$ cat src/rtl/prefix_pkg.sv
// Shared constants and FSM state type for the sequential
// Kogge-Stone prefix adder.
package prefix_pkg;
  localparam int WIDTH  = 32;
  localparam int LEVELS = 5;

  typedef enum logic [1:0] {
    IDLE,
    LEVEL,
    DONE
  } state_t;
endpackage

$ cat src/rtl/prefix_add_seq_if.sv
// Operand/result handshake bundle for prefix_add_seq.
// master drives operands and takes results; slave is the adder.
interface prefix_add_seq_if;
  import prefix_pkg::*;

  logic             in_valid;
  logic             in_ready;
  logic [WIDTH-1:0] a;
  logic [WIDTH-1:0] b;
  logic             cin;
  logic             out_valid;
  logic             out_ready;
  logic [WIDTH-1:0] sum;
  logic             cout;

  modport master (
    output in_valid, a, b, cin, out_ready,
    input  in_ready, out_valid, sum, cout
  );

  modport slave (
    input  in_valid, a, b, cin, out_ready,
    output in_ready, out_valid, sum, cout
  );
endinterface

$ cat src/rtl/gp_block.sv
// Kogge-Stone combine cell: merges a high (g,p) span
// with the adjacent lower span.
module GP_block (
  input  logic i_g_hi,
  input  logic i_p_hi,
  input  logic i_g_lo,
  input  logic i_p_lo,
  output logic o_g,
  output logic o_p
);
  assign o_g = i_g_hi | (i_p_hi & i_g_lo);
  assign o_p = i_p_hi & i_p_lo;
endmodule

$ cat src/rtl/prefix_level.sv
// One Kogge-Stone row with run-time span i_d;
// bits below i_d pass straight through.
module prefix_level
  import prefix_pkg::*;
(
  input  logic [WIDTH-1:0] i_g,
  input  logic [WIDTH-1:0] i_p,
  input  logic [LEVELS:0]  i_d,
  output logic [WIDTH-1:0] o_g,
  output logic [WIDTH-1:0] o_p
);
  logic [WIDTH-1:0] w_g_lo;
  logic [WIDTH-1:0] w_p_lo;
  logic [WIDTH-1:0] w_g;
  logic [WIDTH-1:0] w_p;

  // bit i of the shifted vectors is the partner bit i-d
  assign w_g_lo = i_g << i_d;
  assign w_p_lo = i_p << i_d;

  for (genvar i = 0; i < WIDTH; i++) begin : g_cell
    GP_block u_gp (
      .i_g_hi (i_g[i]),
      .i_p_hi (i_p[i]),
      .i_g_lo (w_g_lo[i]),
      .i_p_lo (w_p_lo[i]),
      .o_g    (w_g[i]),
      .o_p    (w_p[i])
    );

    assign o_g[i] = (i_d <= (LEVELS+1)'(i)) ? w_g[i] : i_g[i];
    assign o_p[i] = (i_d <= (LEVELS+1)'(i)) ? w_p[i] : i_p[i];
  end
endmodule

$ cat src/rtl/prefix_add_seq.sv
// Sequential 32-bit adder: one shared prefix row iterated
// over five LEVEL cycles, result held in DONE until taken.
module prefix_add_seq #(
  parameter int WIDTH  = 32,
  parameter int LEVELS = 5
) (
  input  logic              clk,
  input  logic              rst_n,
  prefix_add_seq_if.slave   bus,
  output logic              busy,
  output logic [15:0]       op_count
);
  import prefix_pkg::*;

  state_t           r_state;
  logic [2:0]       r_lvl;
  logic [WIDTH-1:0] r_g;
  logic [WIDTH-1:0] r_p;
  logic [WIDTH-1:0] r_h;
  logic             r_cin;
  logic [WIDTH-1:0] r_sum;
  logic             r_cout;
  logic [15:0]      r_op_count;

  logic [WIDTH-1:0] w_g0;
  logic [WIDTH-1:0] w_g;
  logic [WIDTH-1:0] w_p;
  logic [LEVELS:0]  w_d;

  // carry-in is folded into bit 0's generate at load
  always_comb begin
    w_g0    = bus.a & bus.b;
    w_g0[0] = (bus.a[0] & bus.b[0]) |
              ((bus.a[0] ^ bus.b[0]) & bus.cin);
  end

  assign w_d = (LEVELS+1)'(1) << r_lvl;

  prefix_level u_level (
    .i_g (r_g),
    .i_p (r_p),
    .i_d (w_d),
    .o_g (w_g),
    .o_p (w_p)
  );

  always_ff @(posedge clk or negedge rst_n) begin
    if (!rst_n) begin
      r_state    <= IDLE;
      r_lvl      <= '0;
      r_g        <= '0;
      r_p        <= '0;
      r_h        <= '0;
      r_cin      <= 1'b0;
      r_sum      <= '0;
      r_cout     <= 1'b0;
      r_op_count <= '0;
    end else begin
      unique case (r_state)
        IDLE: begin
          if (bus.in_valid) begin
            r_h     <= bus.a ^ bus.b;
            r_p     <= bus.a ^ bus.b;
            r_g     <= w_g0;
            r_cin   <= bus.cin;
            r_lvl   <= '0;
            r_state <= LEVEL;
          end
        end
        LEVEL: begin
          r_g   <= w_g;
          r_p   <= w_p;
          r_lvl <= r_lvl + 3'd1;
          if (r_lvl == 3'(LEVELS-1)) begin
            r_sum   <= r_h ^ {w_g[WIDTH-2:0], r_cin};
            r_cout  <= w_g[WIDTH-1];
            r_state <= DONE;
          end
        end
        DONE: begin
          if (bus.out_ready) begin
            r_op_count <= r_op_count + 16'd1;
            r_state    <= IDLE;
          end
        end
        default: r_state <= IDLE;
      endcase
    end
  end

  assign bus.in_ready  = (r_state == IDLE);
  assign bus.out_valid = (r_state == DONE);
  assign bus.sum       = r_sum;
  assign bus.cout      = r_cout;
  assign busy          = (r_state != IDLE);
  assign op_count      = r_op_count;
endmodule

$ cat src/flat_wrapper.sv
// flat-port wrapper written by rule: the top's interface ports become plain ports
module prefix_add_seq_flat import prefix_pkg::*;
#(
  parameter int WIDTH  = 32,
  parameter int LEVELS = 5
)
  (clk, rst_n, busy, op_count, bus_in_valid, bus_a, bus_b, bus_cin, bus_out_ready, bus_in_ready, bus_out_valid, bus_sum, bus_cout);
  prefix_add_seq_if bus_i ();
  input  logic clk;
  input  logic rst_n;
  output logic busy;
  output logic [15:0] op_count;
  input wire logic [$bits(bus_i.in_valid)-1:0] bus_in_valid;
  input wire logic [$bits(bus_i.a)-1:0] bus_a;
  input wire logic [$bits(bus_i.b)-1:0] bus_b;
  input wire logic [$bits(bus_i.cin)-1:0] bus_cin;
  input wire logic [$bits(bus_i.out_ready)-1:0] bus_out_ready;
  output wire logic [$bits(bus_i.in_ready)-1:0] bus_in_ready;
  output wire logic [$bits(bus_i.out_valid)-1:0] bus_out_valid;
  output wire logic [$bits(bus_i.sum)-1:0] bus_sum;
  output wire logic [$bits(bus_i.cout)-1:0] bus_cout;
  assign bus_i.in_valid = bus_in_valid;
  assign bus_i.a = bus_a;
  assign bus_i.b = bus_b;
  assign bus_i.cin = bus_cin;
  assign bus_i.out_ready = bus_out_ready;
  assign bus_in_ready = bus_i.in_ready;
  assign bus_out_valid = bus_i.out_valid;
  assign bus_sum = bus_i.sum;
  assign bus_cout = bus_i.cout;
  prefix_add_seq #(.WIDTH(WIDTH), .LEVELS(LEVELS)) u_core (.clk(clk), .rst_n(rst_n), .bus(bus_i), .busy(busy), .op_count(op_count));
endmodule
$ cat config.mk
export PLATFORM = sky130hd
export DESIGN_NAME = prefix_add_seq_flat
export DESIGN_NICKNAME = d
export VERILOG_FILES = /design/src/rtl/prefix_pkg.sv /design/src/rtl/prefix_add_seq_if.sv /design/src/rtl/gp_block.sv /design/src/rtl/prefix_level.sv /design/src/rtl/prefix_add_seq.sv /design/src/flat_wrapper.sv
export SDC_FILE = /design/constraint.sdc
export NUM_CORES = 1
export LEC_CHECK = 0
export CORE_UTILIZATION = 40
export DETAILED_ROUTE_END_ITERATION = 7
export PLACE_DENSITY = 0.64
export SLEW_MARGIN = 0
export SYNTH_ARGS = -nofsm -noshare
export SYNTH_HDL_FRONTEND = slang
export SYNTH_SLANG_ARGS = --single-unit
$ cat constraint.sdc
create_clock -name clk -period 7.72 [get_ports clk]
set_input_delay 1.93 -clock clk [delete_from_list [all_inputs] [get_ports clk]]
set_output_delay 1.93 -clock clk [all_outputs]
set_load 0.05 [all_outputs]
# Word level (Yosys, flattened, before mapping)
# Cells that the tools add are included.
# op_classes
eq_ne,38
reduce_logical,40
n_lt_le_gt_ge,32
n_shift,3
mux,74
add_sub_neg,2
bitwise_logic,103
# ops
operator,n
one-hot mux 32 bit (2 select lines),2
AND reduction 3 bit,33
"less-or-equal comparator 6 x 5 -> 1 bit, second input constant",16
"inequality test 2 bit, second input constant",34
AND 1 bit,66
2-to-1 mux 1 bit,64
2-to-1 mux 32 bit,2
<< shifter 32 x 6 -> 32 bit,2
bitwise XOR 32 bit,2
"less-or-equal comparator 6 x 4 -> 1 bit, second input constant",8
bitwise OR 1 bit,33
AND 32 bit,1
"less-or-equal comparator 6 x 3 -> 1 bit, second input constant",4
"adder 16 x 1 -> 16 bit, second input constant",1
"less-or-equal comparator 6 x 1 -> 1 bit, second input constant",2
"less-or-equal comparator 6 x 2 -> 1 bit, second input constant",2
AND reduction 2 bit,4
2-to-1 mux 2 bit,3
one-hot mux 2 bit (3 select lines),1
one-hot mux 3 bit (2 select lines),1
"<< shifter 1 x 3 -> 6 bit, first input constant",1
nonzero test 2 bit,2
"adder 3 x 1 -> 3 bit, second input constant",1
"equality test 3 bit, second input constant",1
6 further kinds,6
# totals
input_bits,69
word_cells,332
reg_bits,151
output_inout_bits,52

# Longest topological paths before layout
# Gate-level depths: netlist of run 1.
# depth
ltp_word,6
ltp_mapped,14

# Hierarchy
# A second synthesis of run 1 with hierarchy kept.
# hier_totals
hier_cells,1389
area_unflattened_um2,12007.8
# by_module_without_submodules
mod,area_per_inst_um2,cells_each,n_inst
prefix_add_seq,6784.0,708,1
prefix_level,4743.3,617,1
GP_block,15.0,2,32

# Least setup slack after synthesis of run 1
# OpenSTA, ideal clock, no wires.
# synth_timing
path_type,reg-to-output
startpoint,register u_core.r_state[0]
endpoint,output port busy
path_slack_ns,3.956
path_buffers,1
stages_incl_launch_ff,4
arrival_ns,1.834
required_time_ns,5.790
path_cell_list,dfrtp_1 clkbuf_1 nor2_1 inv_1
# synth_via
elab_chain_cells,1
# synth_lines
element,line,source
"start, declared",prefix_add_seq.sv:15,state_t r_state;
"start signal, assigned",prefix_add_seq.sv:49,r_state <= IDLE;
"start signal, assigned",prefix_add_seq.sv:67,r_state <= LEVEL;
"start signal, assigned",prefix_add_seq.sv:77,r_state <= DONE;
nonzero test 2 bit,prefix_add_seq.sv:95,assign busy = (r_state != IDLE);
"end, declared",flat_wrapper.sv:11,output logic busy;
# No other way between the ends.

# Worst setup path after layout of run 1
# layout_timing
startpoint,register u_core.r_state[1]
endpoint,output port bus_out_valid
# layout_via
elab_chain_cells,1
# layout_lines
element,line,source
equality test 2 bit,prefix_add_seq.sv:92,assign bus.out_valid = (r_state == DONE);
"end, declared",flat_wrapper.sv:19,output wire logic [$bits(bus_i.out_valid)-1:0] bus_out_valid;
# No other way between the ends.

==> summary.txt, run 1 <==
Status
  • Status: completed

Synth
  • Largest family of logic cells by synthesized area: compound AO/OA/AOI/OAI gates
  • Most frequent cells after synthesis: 204 x nand2_1, 151 x dfrtp_1, 70 x o21ai_0
  • Post-Syn Area per Cell: ~9 um2
  • Synth area leaders: dfrtp_1 32%, mux4_2 7.3%, nand2_1 6.5%, mux2i_1 5.7%, ha_1 4.1%
  • Synth Area in XOR/XNOR: 0.0239
  • Post-synth net total: about 1400
  • Top cell type by total area after synthesis: dfrtp_1
  • Seq/Total Area, Yosys: 0.323
  • Multiplexer area fraction after synthesis: 0.146
  • Cell variety after synth: 78
  • Post-synth ARST share: 1.00
  • Cell area after synthesis: 11700 um2
  • Synthesized flop and latch total: 151
  • Synth top area share: 0.323
  • Synth Warn #: 0
  • Synth Area in Compound Gates: 0.218
  • Synth Flop Type: dfrtp_1
  • Cell count after synthesis: about 1300
  • Post-synthesis adder-cell area fraction: 0.0406
  • Most common cell in the netlist: nand2_1
  • EDFF count, synth: 0
  • Simple-Gate Fraction of Synth Area: 0.183

Routing
  • WL/cell: 28.1 um
  • Routed wire length: 49300 um
  • First DRT Iteration DRCs: 1461
  • Drt first pass iters: 6
  • Post-route ant nets: 0
  • Via count: 11600
  • Vias/cell: 6.60
  • DRC Markers: 0

Pwr
  • Pwr Density: approximately 520 nW/um2
  • Max VDD drop: 0.242 mV
  • Leak: ~5.7 nW

Timing
  • Fin crit period: roughly 4300 ps
  • RSZ-0062 raised after global routing: no
  • Max Slew Vio Count: 0
  • Count of final setup violators: 0
  • Clock Skew: 12.2 ps
  • Final hold vios: 0
  • Slew @ Worst Pin: 1140 ps
  • Setup TNS: 0 ps
  • Period utilization: 0.562
  • Max Fclk: ~0.23 GHz
  • Slew HR: 0.236

Floorplanning
  • Io pins: 121
  • Core Rows: 62
  • Starting Density: 0.407
  • Die ar.: between 20000 and 30000 um2
  • Die width: ~170 um
  • Core area: 28800 um2
  • Die Y: ~170 um

Clocking
  • Post-cts sizing count: 0
  • CTS clock-pin slew for the worst setup and hold paths: 70 ps
  • CTS hold repair buffers: 0
  • CTS tree: done
  • CTS Sinks: 151
  • # H-tree levels: 4
  • Setup Buffers After CTS: 0
  • Max clock buf depth: 2
  • Num CTS Buffers: 17
  • Worst skew pair latency: 440 ps
  • Root buffer cell: clkbuf_16

Worst setup path
  • Crit path max-delay family: buffers and inverters
  • Cell Chain, Critical Path: buf_4 > inv_1 > nor2_1 > clkdlybuf4s50_1
  • Crit-path slowest cell: clkdlybuf4s50_1
  • Crit path largest cell delay: 850 ps
  • Worst r2r src: u_core.r_lvl[0]
  • Worst setup SP type: flip-flop
  • Arrival time at the worst endpoint: 2410 ps
  • RR Endpoint: u_core.bus.sum[25]
  • Crit Path Max Fanout: 14
  • CP endpoint: bus_out_valid
  • Setup crit start: u_core.r_state[1]
  • Worst EP required: 5790 ps
  • Crit path capture type: primary output
  • R2R depth: 10
  • Buf+Inv Stages, Crit Path: 3
  • R2r setup slk: 3390 ps
  • CP Class: reg2out
  • CP Depth: 4

GRT
  • GR Overflow Total: 0
  • Number of global-route vias before repair: about 11000
  • First-pass GRT wire length: 74000 um
  • Total Routing Usage GR: 0.331
  • Initial antenna violation count: 0
  • Largest net degree at the start of global routing: between 90 and 100

Cells and area
  • Area occupied by multi-input gates: 7230 um2
  • Reg area: roughly 3800 um2
  • Share of layout cells above drive strength 1: 0.0917
  • Area Growth Syn to Fin: 16.6%
  • Nets: 1471
  • N_diodes: 0
  • Non-filler cells, final: 1758
  • Filler cell count: around 2800
  • Utilization after layout: 0.474

Placement
  • Placed Cells incl. Taps: 1729
  • Number of port buffers: 120
  • Final Wtd Congestion: between 0.9 and 1
  • HPWL Detailed: 34000 um

Hold path
  • Hold_sp: u_core.op_count[15]
  • Hold Crit Class: reg2reg

Flow run
  • Number of max-cap violations: 0
[how the worst min path moves through the flow]
stage                                     end  slack, ps  depth (start not counted)
after global placement     u_core.bus.sum[23]        460                          2
after global routing      u_core.op_count[15]        500                          1
final                     u_core.op_count[15]        470                          1
after floorplan                u_core.r_h[14]        460                          2
after CTS                 u_core.op_count[15]        480                          1
after detailed placement  u_core.op_count[15]        470                          1
[sequential cells by signal, indices dropped and copies added (netlist names)]
| signal | flops |
|---|---|
| u_core.r_p | 32 |
| u_core.r_h | 32 |
| u_core.bus.sum | 32 |
| u_core.bus.cout | 1 |
| u_core.r_g | 32 |
| u_core.r_state | 2 |
| u_core.r_lvl | 3 |
| u_core.op_count | 16 |
| u_core.r_cin | 1 |
[final cells by class]
cell class,count,share of cell area
Clock inverter,11,0.0112
Sequential cell,151,0.277
Inverter,35,0.00963
Clock buffer,18,0.0314
Timing Repair Buffer,153,0.106
Tap cell,384,0.0352
Multi-Input combinational cell,1006,0.529
[report_power, final]
group	internal (mW)	leakage [nW]	switching (mW)	total [mW]
Combinational	1.61	3.55	2.88	4.49
Clock	0.505	0.274	0.376	0.881
Sequential	1.12	1.89	0.596	1.71
[layout by cell type, fill, tap and decap left out, drive strengths merged, types with 32 or more instances in the layout]
cell | synthesis | layout
a21oi | 64 | 64
buf | 61 | 34
clkdlybuf4s50 | 0 | 119
dfrtp | 151 | 151
ha | 38 | 38
inv | 33 | 34
mux2i | 67 | 67
mux4 | 43 | 43
nand2 | 204 | 204
nand3 | 47 | 47
nor2 | 62 | 62
o21ai | 74 | 74
o22ai | 32 | 32
[metal layers]
| layer | up-vias | routed length (um) | global-route usage |
|---|---|---|---|
| li1 | 5018 | - | - |
| met1 | 5618 | 19900 | 0.445 |
| met2 | 799 | 21500 | 0.498 |
| met3 | 176 | 5250 | 0.0774 |
| met4 | 0 | 2700 | 0.172 |
| met5 | - | 0 | 0 |
[metrics by stage]
step                power [mW]  area [um2]  hold slack (ps)  setup slack [ps]
floorplan                 4.51       11700              459              3960
global placement          6.03       13100              461              3380
detailed placement        6.04       13100              467              3210
CTS                       6.93       13600              477              3360
global route              7.38       13600              503              3280
finish                    7.09       13600              469              3380
[cell families (layout without fill, tap and decap cells)]
family,count (synthesis),count (layout)
fa+ha+maj,38,38
buf+inv,162,217
flops,151,151
compound gates,377,377
mux,115,115
xor+xnor,32,32
simple gates,444,444
[worst reg2reg max path: stages (launching register included)]
cell and delay [ps]:
dfrtp_1 450, inv_1 120, ha_1 140, buf_4 530
and2b_2 250, buf_4 580, mux4_2 630, a22oi_1 690
o32ai_1 320, o31a_1 310, o31ai_1 210
Power figures use the tool's default switching activity.
==> run 2, diff against run 1 <==
==> constraint.sdc (replaced) <==
create_clock -name clk -period 4.5 [get_ports clk]
set_input_delay 1.125 -clock clk [delete_from_list [all_inputs] [get_ports clk]]
set_output_delay 1.125 -clock clk [all_outputs]
set_load 0.05 [all_outputs]
==> summary.txt, run 2 (same netlist as run 1, synthesis figures left out) <==
Clocking
  • CTS tree: done
  • Setup Buffers After CTS: 0 (unchanged)
  • Max clock buf depth: 2 (unchanged)
  • Worst skew pair latency: 460 ps (+20 ps)
  • CTS Sinks: 151 (unchanged)
  • Post-cts sizing count: 0 (unchanged)
  • # H-tree levels: 4 (unchanged)
  • CTS clock-pin slew for the worst setup and hold paths: 70 ps (about the same)
  • Root buffer cell: clkbuf_16
  • CTS hold repair buffers: 0 (unchanged)
  • Num CTS Buffers: 17 (unchanged)

Timing
  • Fin crit period: approximately 3700 ps
  • Setup TNS: 0 ps (unchanged)
  • Clock Skew: 16.2 ps (+4.06 ps)
  • Count of final setup violators: 0 (unchanged)
  • Period utilization: 0.812
  • Final hold vios: 0 (unchanged)
  • Slew HR: 0.196 (-0.0404)
  • Max Slew Vio Count: 0 (unchanged)
  • Max Fclk: roughly 0.27 GHz
  • RSZ-0062 raised after global routing: no
  • Slew @ Worst Pin: 1200 ps (+57.4 ps)

Pwr
  • Design Power: 12.5 mW (+76%)
  • Pwr Density: 895 nW/um2 (+72%)
  • Max VDD drop: 0.446 mV (+84%)
  • Leak: 5.89 nW (+3.0%)

GRT
  • Initial antenna violation count: 0 (unchanged)
  • First-pass GRT wire length: 74000 um (unchanged)
  • Total Routing Usage GR: 0.330 (-0.00133)
  • Largest net degree at the start of global routing: 88 (-8.3%)
  • Number of global-route vias before repair: 11400 (+2.2%)
  • GR Overflow Total: 0 (unchanged)

Cells and area
  • Final Cell Area: 13900 um2 (+2.0%)
  • Commonest cells after routing, fill and taps aside: 202 x nand2_1, 151 x dfrtp_1, 119 x clkdlybuf4s50_1, 70 x o21ai_0, 67 x mux2i_1
  • Utilization after layout: 0.484 (+0.00965)
  • Area Growth Syn to Fin: 18.9%
  • N_diodes: 0 (unchanged)
  • Nets: 1503 (+2.2%)
  • Most common cell after layout, fill and taps aside: nand2_1
  • Share of layout cells above drive strength 1: 0.112 (+0.0204)
  • Filler cell count: 2772 (+0.33%)

Flow run
  • Number of max-cap violations: 0 (unchanged)

Floorplanning
  • Die Y: 173 um (unchanged)
  • Core area: 28800 um2 (unchanged)
  • Die ar.: 30000 um2 (unchanged)
  • Core Rows: 62 (unchanged)
  • Die width: 173 um (unchanged)
  • Starting Density: 0.407 (unchanged)
  • Io pins: 121 (unchanged)

Routing
  • Post-route ant nets: 0 (unchanged)
  • First DRT Iteration DRCs: 1336 (-8.6%)
  • Drt first pass iters: 7 (+1)
  • DRC Markers: 0 (unchanged)
  • Routed wire length: 49300 um (-0.16%)
  • Vias/cell: 6.52 (-1.2%)
  • WL/cell: 27.5 um (-2.1%)
  • Via count: 11700 (+0.73%)

Worst setup path
  • Cell Chain, Critical Path: inv_1 > ha_4 > nor2b_4 > buf_4 > mux4_2 > mux2i_1 > mux2i_1 > a221oi_1 > o21ai_0
  • CP Class: reg2reg
  • Arrival time at the worst endpoint: 3970 ps (+1560 ps)
  • Most used cell, CP: mux2i_1
  • Worst setup SP type: flip-flop
  • Crit-path slowest cell: a221oi_1
  • Crit Path Max Fanout: 33 (+19)
  • Crit path max-delay family: multiplexers
  • Buf+Inv Stages, Crit Path: 2 (-1)
  • Worst EP required: 4820 ps (-970 ps)
  • Crit path capture type: flip-flop
  • Crit path largest cell delay: 640 ps (-210 ps)

Placement
  • Number of port buffers: 120 (unchanged)
  • HPWL Detailed: 35000 um (+2.9%)
  • Final Wtd Congestion: 1.08 (+9.7%)
  • Placed cell areas: 13300 um2 (+2.1%)

Status
  • Status: completed

Hold path
  • Hold Crit Class: reg2reg
## run 2: stage by stage
step / instances / setup slack [ps] / hold slack [ps]
3_5_place_dp: 1761 / 980 / 466
6_report: 1793 / 846 / 469
5_1_grt: 1793 / 846 / 502
2_1_floorplan: 1319 / 1540 / 459
4_1_cts: 1793 / 1020 / 476
3_3_place_gp: 1761 / 1020 / 461
## run 2: cell type report
type / instances / area [um2] / area share
clock buffers: 18 / 429 / 0.0308
clock inverters: 14 / 160 / 0.0115
inverters: 35 / 131 / 0.00943
multi-input cells: 1006 / 7210 / 0.517
flip-flops and latches: 151 / 3780 / 0.271
well taps: 384 / 480 / 0.0345
repair buffers: 185 / 1740 / 0.125
## run 2: routing by layer
metal	global-route usage	vias to the layer above	share of wire
li1	-	5085	-
met1	0.437	5735	0.41
met2	0.484	704	0.43
met3	0.0765	172	0.094
met4	0.212	0	0.069
met5	0	-	0
## run 2: final timing paths
kind                                           from             endpoint  slack [ps]  depth (start not counted)
min in group asynchronous                     rst_n    u_core.bus.sum[6]         650                          1
worst max-delay path                u_core.r_lvl[1]       u_core.r_p[25]         850                          9
worst min register to register  u_core.op_count[15]  u_core.op_count[15]         470                          1
max in group asynchronous                     rst_n       u_core.r_p[15]        2920                          2
worst max register to register      u_core.r_lvl[1]       u_core.r_p[25]         850                          9
worst min-delay path            u_core.op_count[15]  u_core.op_count[15]         470                          1
## run 2: power breakdown
group          leakage, nW  total [mW]  internal (mW)  switching, mW
sequential            1.89        2.93           1.92           1.01
clock                0.280        1.51          0.790          0.715
combinational         3.71        8.03           2.97           5.06
